File: src/rtl/enabled_register_mux4to1_b32.sv
// Register-file leaf cells: a write-enabled storage register, a 32-bit 4:1 read
// selector, and a four-entry slice that wires one read port over four entries.

module enabledRegister #(
   parameter int WIDTH = 32
) (
   input  logic [WIDTH-1:0] D,
   output logic [WIDTH-1:0] Q,
   input  logic             CLK,
   input  logic             EN,
   input  logic             RST
);
   // A floating RST (four-port instantiation) evaluates false, leaving a plain enabled register.
   always_ff @(posedge CLK) begin
      if (RST)     Q <= '0;
      else if (EN) Q <= D;
   end
endmodule

module mux4to1B32 (
   input  logic        S1,
   input  logic        S0,
   input  logic [31:0] I3,
   input  logic [31:0] I2,
   input  logic [31:0] I1,
   input  logic [31:0] I0,
   output logic [31:0] Y
);
   // An unknown select matches no item, so Y goes X rather than picking a default input.
   always_comb begin
      Y = 'x;
      case ({S1, S0})
         2'b00:   Y = I0;
         2'b01:   Y = I1;
         2'b10:   Y = I2;
         2'b11:   Y = I3;
         default: Y = 'x;
      endcase
   end
endmodule

module enabled_register_mux4to1_b32 #(
   parameter int NUM_ENT = 4
) (
   input  logic                       CLK,
   input  logic                       RST,
   input  logic [NUM_ENT-1:0]         we,
   input  logic [31:0]                wd,
   input  logic [1:0]                 sel,
   output logic [31:0]                rd,
   output logic [NUM_ENT-1:0][31:0]   q
);
   for (genvar i = 0; i < NUM_ENT; i++) begin : g_ent
      enabledRegister #(.WIDTH(32)) u_ent (
         .D   (wd),
         .Q   (q[i]),
         .CLK (CLK),
         .EN  (we[i]),
         .RST (RST)
      );
   end

   // No write-to-read bypass: the port shows the new value only after the edge.
   mux4to1B32 u_rd_mux (
      .S1 (sel[1]),
      .S0 (sel[0]),
      .I3 (q[3]),
      .I2 (q[2]),
      .I1 (q[1]),
      .I0 (q[0]),
      .Y  (rd)
   );
endmodule

File: config.mk
export PLATFORM = sky130hd
export DESIGN_NAME = enabled_register_mux4to1_b32
export DESIGN_NICKNAME = d
export VERILOG_FILES = /design/src/rtl/enabled_register_mux4to1_b32.sv
export SDC_FILE = /design/constraint.sdc
export NUM_CORES = 1
export LEC_CHECK = 0
export CORE_UTILIZATION = 30
export DETAILED_ROUTE_END_ITERATION = 16
export GPL_TIMING_DRIVEN = 1
export HOLD_SLACK_MARGIN = 0.05
export PLACE_DENSITY = 0.67
export SYNTH_ARGS = -nofsm -noshare
export SYNTH_HDL_FRONTEND = slang
export SYNTH_SLANG_ARGS = --single-unit
File: constraint.sdc
create_clock -name CLK -period 2.48 [get_ports CLK]
set_input_delay 0.496 -clock CLK [delete_from_list [all_inputs] [get_ports CLK]]
set_output_delay 0.496 -clock CLK [all_outputs]
set_load 0.03 [all_outputs]
==> flow_summary.json, run 1 <==
{
  "run_status": "finished, final reports clean",
  "synth_cell_type_count": 12,
  "insertedDiodeCount": 0,
  "slew_viol_final": 0,
  "drt-pass1-iter-count": 4,
  "hold_class": "reg -> reg",
  "hpwl_um": 9820,
  "grt_usage": 0.163,
  "path_class": "in -> out",
  "yosysTopAreaCell": "dfxtp_1",
  "rows": 48,
  "min_path_cells": 2,
  "syn_nets": 494,
  "hold_buffers": 0,
  "powerDensity_mw_per_mm2": 735,
  "clkLatencyLatePin_ps": 400,
  "netlist_area_mm2": 0.00532,
  "numClockSinks": 128,
  "seq_area_frac_synth": 0.482,
  "pin_count": 200,
  "hold_ws_ps": 516,
  "cp.required_ps": 1980,
  "area_growth_pct": 51.3,
  "rr_endpoint": "g_ent[0].u_ent.Q[0]",
  "critPathCaptureType": "output port",
  "worstPathCellList": "buf_2, buf_12, buf_4, mux4_2, clkdlybuf4s50_1",
  "clock-skew-final_ps": 0,
  "cap_viol_max_count": 0,
  "antenna_found_initial": 0,
  "drc_errors": 0,
  "reg_top3": "g_ent.u_ent.Q: 128 flops",
  "syn_inst": 454,
  "overflow": 0,
  "wl_um": 14600,
  "fin_cells": 881,
  "rrSetupSlack_ps": 1820,
  "cts-root-buf": "clkbuf_16",
  "clock_path_buffers": 2,
  "coreArea_mm2": 0.0173,
  "power.leakage_nw": 3.59,
  "num-fill-cells": 1551,
  "worst_ir_drop_vdd_mv": 0.580,
  "worst_slew_pin_slew_ps": 585,
  "cts_tree": "built",
  "yosysTopAreaCellShare": 0.482,
  "slew_headroom": 0.610,
  "htreeDepth": 4,
  "cts_buffers": 17,
  "finalSetupTns_ps": 0,
  "rr_worst_depth": 2,
  "portBuffers": 199,
  "fmax_mhz": 415,
  "hold_viol": 0,
  "regToRegStartpoint": "g_ent[0].u_ent.Q[0]",
  "fin_crit_sh": 0.971,
  "die-area_mm2": 0.0183,
  "globalplace.congestion": 0.749,
  "placed_cells": 852,
  "wl_per_cell_um": 16.6,
  "worst_slack_ps": 72.6,
  "start_util": 0.308,
  "final_nets": 686,
  "period_minus_slack_ps": 2410,
  "path_max_fanout": 15,
  "first_global_vias": 4087,
  "via_count": 4193,
  "vias_per_cell": 4.76,
  "ys_seq_elements": 128,
  "top_register": "g_ent.u_ent.Q",
  "die_w_um": 135,
  "drive_gt1_frac": 0.137,
  "setup_viol": 0,
  "path_clk_slew_ps": 50,
  "arrival_ps": 1910,
  "holdPathEnd": "g_ent[0].u_ent.Q[7]",
  "worst_path_largest_cell_delay_ps": 620,
  "power_mw": 5.91,
  "synth_warnings": 0,
  "dieHeight_um": 135,
  "grt_pass1_wl_um": 22800,
  "start_kind": "input port",
  "cp_num_buf_inv": 4,
  "crit_family": "buffers and inverters",
  "largest_reg_flops": 128,
  "synthTopCellsByArea": "dfxtp_1 48%, mux2i_1 24%, mux4_2 13%, nor2_1 9.0%, buf_4 2.0%",
  "hp-start": "g_ent[0].u_ent.Q[7]",
  "grt_max_degree": 129,
  "cp_slowest_cell": "clkdlybuf4s50_1",
  "drtIter0Drc": 166,
  "dpl_worst_slack_ps": -5.60,
  "post_synth.cell_area_avg_um2": 11.7,
  "rsz0062_at_grt": "false",
  "antenna_left": 0
}
[per-stage QoR]
stage                      util  cell area (µm²)
after floorplan               -             5320
final                     0.465             8050
after CTS                 0.464             8020
after global routing      0.465             8050
after detailed placement  0.430             7440
after global placement    0.430             7440
[cell type report]
cell class | count | area, µm² | share of cell area
multi-input combinational | 288 | 2490 | 0.309
timing repair buffer | 211 | 2130 | 0.265
tap | 225 | 282 | 0.0350
clock buffer | 22 | 474 | 0.0589
clock inverter | 7 | 110 | 0.0137
sequential | 128 | 2560 | 0.318
[power breakdown]
| part | switching [mW] | total [mW] | internal (mW) | leakage, nW |
|---|---|---|---|---|
| clock | 0.830 | 2.47 | 1.63 | 0.291 |
| sequential | 0.101 | 2.29 | 2.18 | 1.06 |
| combinational | 0.639 | 1.16 | 0.525 | 2.24 |
[synthesized netlist by cell type]
| cell type | instances |
|---|---|
| dfxtp_1 | 128 |
| mux2i_1 | 128 |
| nor2_1 | 128 |
| mux4_2 | 30 |
| buf_4 | 14 |
| buf_1 | 10 |
| buf_2 | 6 |
| buf_6 | 3 |
| buf_12 | 2 |
| clkbuf_1 | 2 |
| mux4_1 | 2 |
| buf_8 | 1 |
[repair_timing]
action                     in CTS  in global routing
setup buffers                   0                  0
gates resized for setup         1                 12
setup endpoints to repair       1                 12
[worst max-delay path by stage]
stage	startpoint	endpoint	slack (ps)	depth (start not counted)
after floorplan	sel[0]	rd[22]	630	3
after global placement	sel[0]	rd[13]	30	4
after detailed placement	sel[0]	rd[13]	-6	4
after CTS	sel[0]	rd[19]	10	4
after global routing	sel[0]	rd[31]	10	5
final	sel[0]	rd[28]	70	5
[tightest hold or removal path: stages, from the launching register on]
cell and delay, ps:
dfxtp_1 340, mux2i_1 70, nor2_1 70
[routing by layer]
layer / part of all wire / global-route usage
met4: 0.014 / 0.0543
met3: 0.067 / 0.0524
met5: 0 / 0
met2: 0.48 / 0.268
met1: 0.44 / 0.201
[layout by cell type, fill, tap and decap left out, drive strengths merged]
master         count
buf               33
bufinv             3
clkbuf            22
clkdlybuf4s50    165
clkinv             4
dfxtp            128
dlygate4sd2        1
dlymetal6s2s      12
mux2i            128
mux4              32
nor2             128
[cell families after synthesis]
logic type             synth area share
DFF                               0.482
buffers and inverters            0.0506
and+or+nand+nor                  0.0903
muxes                             0.378
No activity file was read; power rests on OpenSTA's default activity.
==> run 2, diff against run 1 <==
ABC_AREA = 1   (was not set)
TNS_END_PERCENT = 50   (was not set)
==> run 2 against run 1 <==
Against the previous run: worst hold slack lost 37 ps; via count increased by 38%; first-iteration DRC count increased to 2.8 times the previous value; synthesized cell count up 64%; critical endpoint is now q[95]; largest cell class unchanged.
==> flow_summary.json, run 2 <==
{
  "final_cell_mix": "288 x nand2_1, 160 x clkdlybuf4s50_1, 128 x a21oi_1, 128 x dfxtp_1, 96 x nand3_1",
  "overflow": 0,
  "slew_headroom": 0.500,
  "synth_xor_area_frac": 0,
  "cts-root-buf": "clkbuf_16",
  "via_count": 5801,
  "place_area_mm2": 0.00730,
  "top_register": "g_ent.u_ent.Q",
  "numClockSinks": 128,
  "muxShareOfSynthArea": 0,
  "rsz0062_at_grt": "false",
  "cp_num_buf_inv": 1,
  "clkLatencyLatePin_ps": 410,
  "htreeDepth": 4,
  "antenna_left": 0,
  "synth_warnings": 0,
  "clock_path_buffers": 2,
  "path_class": "reg -> out",
  "num-fill-cells": 1732,
  "grt_usage": 0.200,
  "wl_um": 18700,
  "post_synth.cell_area_avg_um2": 7.27,
  "worst_slack_ps": 429,
  "power.leakage_nw": 3.03,
  "critPathCaptureType": "output port",
  "hp-start": "g_ent[2].u_ent.Q[21]",
  "rr_worst_depth": 2,
  "insertedDiodeCount": 0,
  "period_minus_slack_ps": 2050,
  "wl_per_cell_um": 16.2,
  "cp.required_ps": 1980,
  "portBuffers": 199,
  "drt-pass1-iter-count": 7,
  "cp_slowest_cell": "clkdlybuf4s50_1",
  "p_switching_mw": 1.70,
  "drc_errors": 0,
  "vias_per_cell": 5.04,
  "cap_viol_max_count": 0,
  "synth_ff_type": "dfxtp_1",
  "path_max_fanout": 3,
  "worst_path_largest_cell_delay_ps": 760,
  "dieHeight_um": 136,
  "cts_setup_buffers": 0,
  "seq_area_frac_synth": 0.474,
  "switching_share": 0.295,
  "run_status": "finished, final reports clean",
  "final_nets": 954,
  "finalSetupTns_ps": 0,
  "ys_async_sr_fraction": 0,
  "arrival_ps": 1560,
  "endpoint": "q[95]",
  "synthTopCellsByArea": "dfxtp_1 47%, nand2_1 20%, a21oi_1 12%, nand3_1 8.9%, nand4_1 3.7%",
  "grt_max_degree": 129,
  "largest_reg_flops": 128,
  "clock-skew-final_ps": 0,
  "worstPathCellList": "clkdlybuf4s50_1",
  "hold_ws_ps": 479,
  "fin_area_mm2": 0.00788,
  "rr_endpoint": "g_ent[1].u_ent.Q[17]",
  "syn_inst": 744,
  "reg_top3": "g_ent.u_ent.Q: 128 flops",
  "p_int_mw": 4.07,
  "combPwrFrac": 0.183,
  "globalplace.congestion": 0.799,
  "yosysTopAreaCellShare": 0.474,
  "antenna_found_initial": 0,
  "yosysTopAreaCell": "dfxtp_1",
  "drive_gt1_frac": 0.0992,
  "coreArea_mm2": 0.0175,
  "fmax_mhz": 488,
  "area_growth_pct": 45.8,
  "hold_viol": 0,
  "rrSetupSlack_ps": 1800,
  "drtIter0Drc": 470,
  "cts_tree": "built",
  "slew_viol_final": 0,
  "setup_viol": 0,
  "die-area_mm2": 0.0186,
  "power_mw": 5.77,
  "regToRegStartpoint": "g_ent[1].u_ent.Q[17]",
  "synth_edf_count": 0,
  "dpl_worst_slack_ps": 527,
  "synthSimpleGateAreaFrac": 0.327,
  "synth_top_family_by_area": "simple AND/OR/NAND/NOR gates",
  "synth_commonest_cells": "288 x nand2_1, 128 x a21oi_1, 128 x dfxtp_1",
  "hpwl_um": 11900,
  "clockPowerShare": 0.422,
  "synth_compound_area_frac": 0.118,
  "layout_commonest_cell": "nand2_1",
  "seqPwrFrac": 0.394,
  "first_global_vias": 5225,
  "synth.most_common_cell": "nand2_1",
  "synth_cell_type_count": 11,
  "syn_nets": 784,
  "pin_count": 200,
  "rows": 48,
  "crit_family": "buffers and inverters",
  "fin_crit_sh": 0.827,
  "netlist_area_mm2": 0.00541,
  "cts_buffers": 17,
  "postCtsResizedCells": 0,
  "hold_class": "reg -> reg",
  "path_clk_slew_ps": 50,
  "synth_fa_ha_area_frac": 0,
  "worst_ir_drop_vdd_mv": 0.472,
  "worst_slew_pin_slew_ps": 749,
  "hold_buffers": 0,
  "crit_start": "g_ent[2].u_ent.Q[31]",
  "die_w_um": 136,
  "start_util": 0.309,
  "start_kind": "flip-flop",
  "ys_seq_elements": 128,
  "grt_pass1_wl_um": 28500,
  "powerDensity_mw_per_mm2": 732,
  "cp.depth": 1
}
## run 2: routing by layer
layer	global-route usage	wire, µm
met2	0.327	9010
met1	0.257	8070
met4	0.0636	217
met5	0	0
met3	0.0515	1380
## run 2: logic make-up (layout without fill, tap and decap cells)
logic type / after synthesis / count (layout)
AND/OR/NAND/NOR: 417 / 417
buffers and inverters: 71 / 254
flip-flops: 128 / 128
AO/OA/AOI/OAI: 128 / 128
## run 2: final cells by class
type                       count  area, µm²  area share
clock buffer                  19        443      0.0562
clock inverter                13        140      0.0178
inverter                       6       22.5     0.00286
multi-input combinational    545       2410       0.306
sequential                   128       2560       0.325
tap                          225        282      0.0357
timing repair buffer         216       2020       0.256
## run 2: power groups by stage
stage                     Combinational (mW)  Sequential, mW  Clock [mW]
final                                   1.06            2.27        2.44
after global routing                    1.13            2.29        2.58
after CTS                               1.07            2.27        2.49
after detailed placement                1.06            2.31           0
after global placement                  1.05            2.32           0
after floorplan                        0.404            2.51           0
## run 2: per-stage QoR
stage           util  cells
2_1_floorplan      -    744
6_report       0.451   1152
3_5_place_dp   0.418   1120
3_3_place_gp   0.418   1120
5_1_grt        0.451   1152
4_1_cts        0.451   1152
## run 2: worst min path at each step
| stage | to | cells past startpoint | slack [ps] |
|---|---|---|---|
| finish | g_ent[2].u_ent.Q[21] | 2 | 480 |
| global route | g_ent[3].u_ent.Q[19] | 2 | 500 |
| CTS | g_ent[2].u_ent.Q[21] | 2 | 480 |
| detailed placement | g_ent[3].u_ent.Q[3] | 2 | 470 |
| global placement | g_ent[0].u_ent.Q[8] | 2 | 470 |
| floorplan | g_ent[0].u_ent.Q[31] | 2 | 600 |
==> run 3, diff against run 2 <==
clock period = 1.95 ns   (was 2.48 ns; I/O delays follow)
==> run 3 against run 2 <==
Against the previous run: via count rose by 0.48%; sequential power rose by 27%; non-clock buffer count rose by 6; critical path depth did not move; total power rose by 40%; first-iteration DRC count fell by 24%; sequential share of layout area fell by 0.81 points; die area did not move; global-route usage rose by 0.61 points; cell area rose by 2.6%; critical path type unchanged; largest cell class unchanged.
==> flow_summary.json, run 3 (same netlist as run 2, synthesis figures left out) <==
{
  "run_status": "finished, final reports clean",
  "power.leakage_nw": 3.21,
  "drt-pass1-iter-count": 8,
  "grt_max_degree": 52,
  "cp.required_ps": 1560,
  "first_global_vias": 5349,
  "hold_viol": 0,
  "slew_viol_final": 0,
  "final_nets": 960,
  "coreArea_mm2": 0.0175,
  "finalSetupTns_ps": 0,
  "crit_start": "g_ent[1].u_ent.Q[17]",
  "cts_tree": "built",
  "clock-skew-final_ps": 0,
  "path_clk_slew_ps": 60,
  "fin_crit_sh": 0.977,
  "clkLatencyLatePin_ps": 410,
  "die-area_mm2": 0.0186,
  "critPathCaptureType": "output port",
  "globalplace.congestion": 0.806,
  "numClockSinks": 128,
  "overflow": 0,
  "path_max_fanout": 3,
  "via_count": 5829,
  "period_minus_slack_ps": 1910,
  "hpwl_um": 12800,
  "rrSetupSlack_ps": 1270,
  "drive_gt1_frac": 0.106,
  "worst_slew_pin_slew_ps": 720,
  "reg_top3": "g_ent.u_ent.Q: 128 flops",
  "largest_reg_flops": 128,
  "cts_buffers": 17,
  "layout_commonest_cell": "nand2_1",
  "cts_setup_buffers": 0,
  "hp-start": "RST",
  "arrival_ps": 1520,
  "antenna_left": 0,
  "wl_um": 19100,
  "die_w_um": 136,
  "dieHeight_um": 136,
  "htreeDepth": 4,
  "grt_pass1_wl_um": 29400,
  "insertedDiodeCount": 0,
  "worst_ir_drop_vdd_mv": 0.591,
  "start_util": 0.309,
  "vias_per_cell": 5.03,
  "placed_cells": 1126,
  "setup_viol": 0,
  "path_class": "reg -> out",
  "clock_path_buffers": 2,
  "wl_per_cell_um": 16.5,
  "worst_path_largest_cell_delay_ps": 730,
  "fmax_mhz": 525,
  "cp_slowest_cell": "clkdlybuf4s50_1",
  "top_register": "g_ent.u_ent.Q",
  "regToRegStartpoint": "g_ent[3].u_ent.Q[21]",
  "cp_num_buf_inv": 1,
  "rsz0062_at_grt": "false",
  "cap_viol_max_count": 0,
  "drtIter0Drc": 357,
  "grt_usage": 0.206,
  "drc_errors": 0,
  "worstPathCellList": "clkdlybuf4s50_1",
  "pin_count": 200,
  "slew_headroom": 0.519,
  "final_cell_mix": "288 x nand2_1, 154 x clkdlybuf4s50_1, 128 x a21oi_1, 128 x dfxtp_1, 96 x nand3_1",
  "start_kind": "flip-flop",
  "cts-root-buf": "clkbuf_16",
  "fin_cells": 1158,
  "rows": 48,
  "portBuffers": 199,
  "area_growth_pct": 49.5,
  "hold_buffers": 0,
  "powerDensity_mw_per_mm2": 996,
  "crit_family": "buffers and inverters",
  "hold_class": "in -> reg",
  "antenna_found_initial": 0
}
## run 3: cell count changes in the layout (fill, tap and decap cells not counted), moves of 2 or more
| cell | change |
|---|---|
| buf_4 | +4 |
| clkinv_2 | -3 |
| dlymetal6s2s_1 | +5 |
| clkdlybuf4s50_1 | -6 |
| buf_12 | +2 |
| clkinvlp_4 | -3 |
| inv_6 | +4 |
| bufinv_16 | +5 |
## run 3: routing by layer
metal,global-route usage,share of wire
met5,0,0
met4,0.0765,0.017
met3,0.0462,0.068
met2,0.326,0.47
met1,0.273,0.45
## run 3: path summary, 6_finish.rpt
kind                               end  cells after the start
setup / recovery                 q[49]                      1
hold / removal    g_ent[2].u_ent.Q[18]                      2
setup reg to reg  g_ent[3].u_ent.Q[21]                      2
hold reg to reg   g_ent[2].u_ent.Q[31]                      2
## run 3: cell type report
type | count | area [µm²]
fill | 1690 | 9390
inverter | 6 | 22.5
multi-input combinational | 545 | 2410
sequential | 128 | 2560
clock inverter | 15 | 279
tap | 225 | 282
clock buffer | 17 | 425
timing repair buffer | 222 | 2100
## run 3: power breakdown
group	total, mW	internal, mW	switching (mW)	leakage [nW]
registers	2.89	2.76	0.130	1.06
clock network	3.80	2.55	1.25	0.339
logic	1.36	0.512	0.846	1.82
## run 3: metrics by stage
stage          cell area, µm²  utilization  total power [mW]  hold slack, ps  setup WS [ps]
6_report                 8090        0.463              8.05             347           44.7
3_3_place_gp             7370        0.422              4.30             467            302
5_1_grt                  8090        0.463              8.35             350          0.979
4_1_cts                  8070        0.462              8.12             327           6.62
3_5_place_dp             7370        0.422              4.31             472            260
2_1_floorplan            5410            -              3.71             530            477
## run 3: what timing repair did
action                                  4_1_cts  5_1_grt
endpoints found under the setup margin        1        5
gates cloned                                  0        0
resized for setup                             1        5
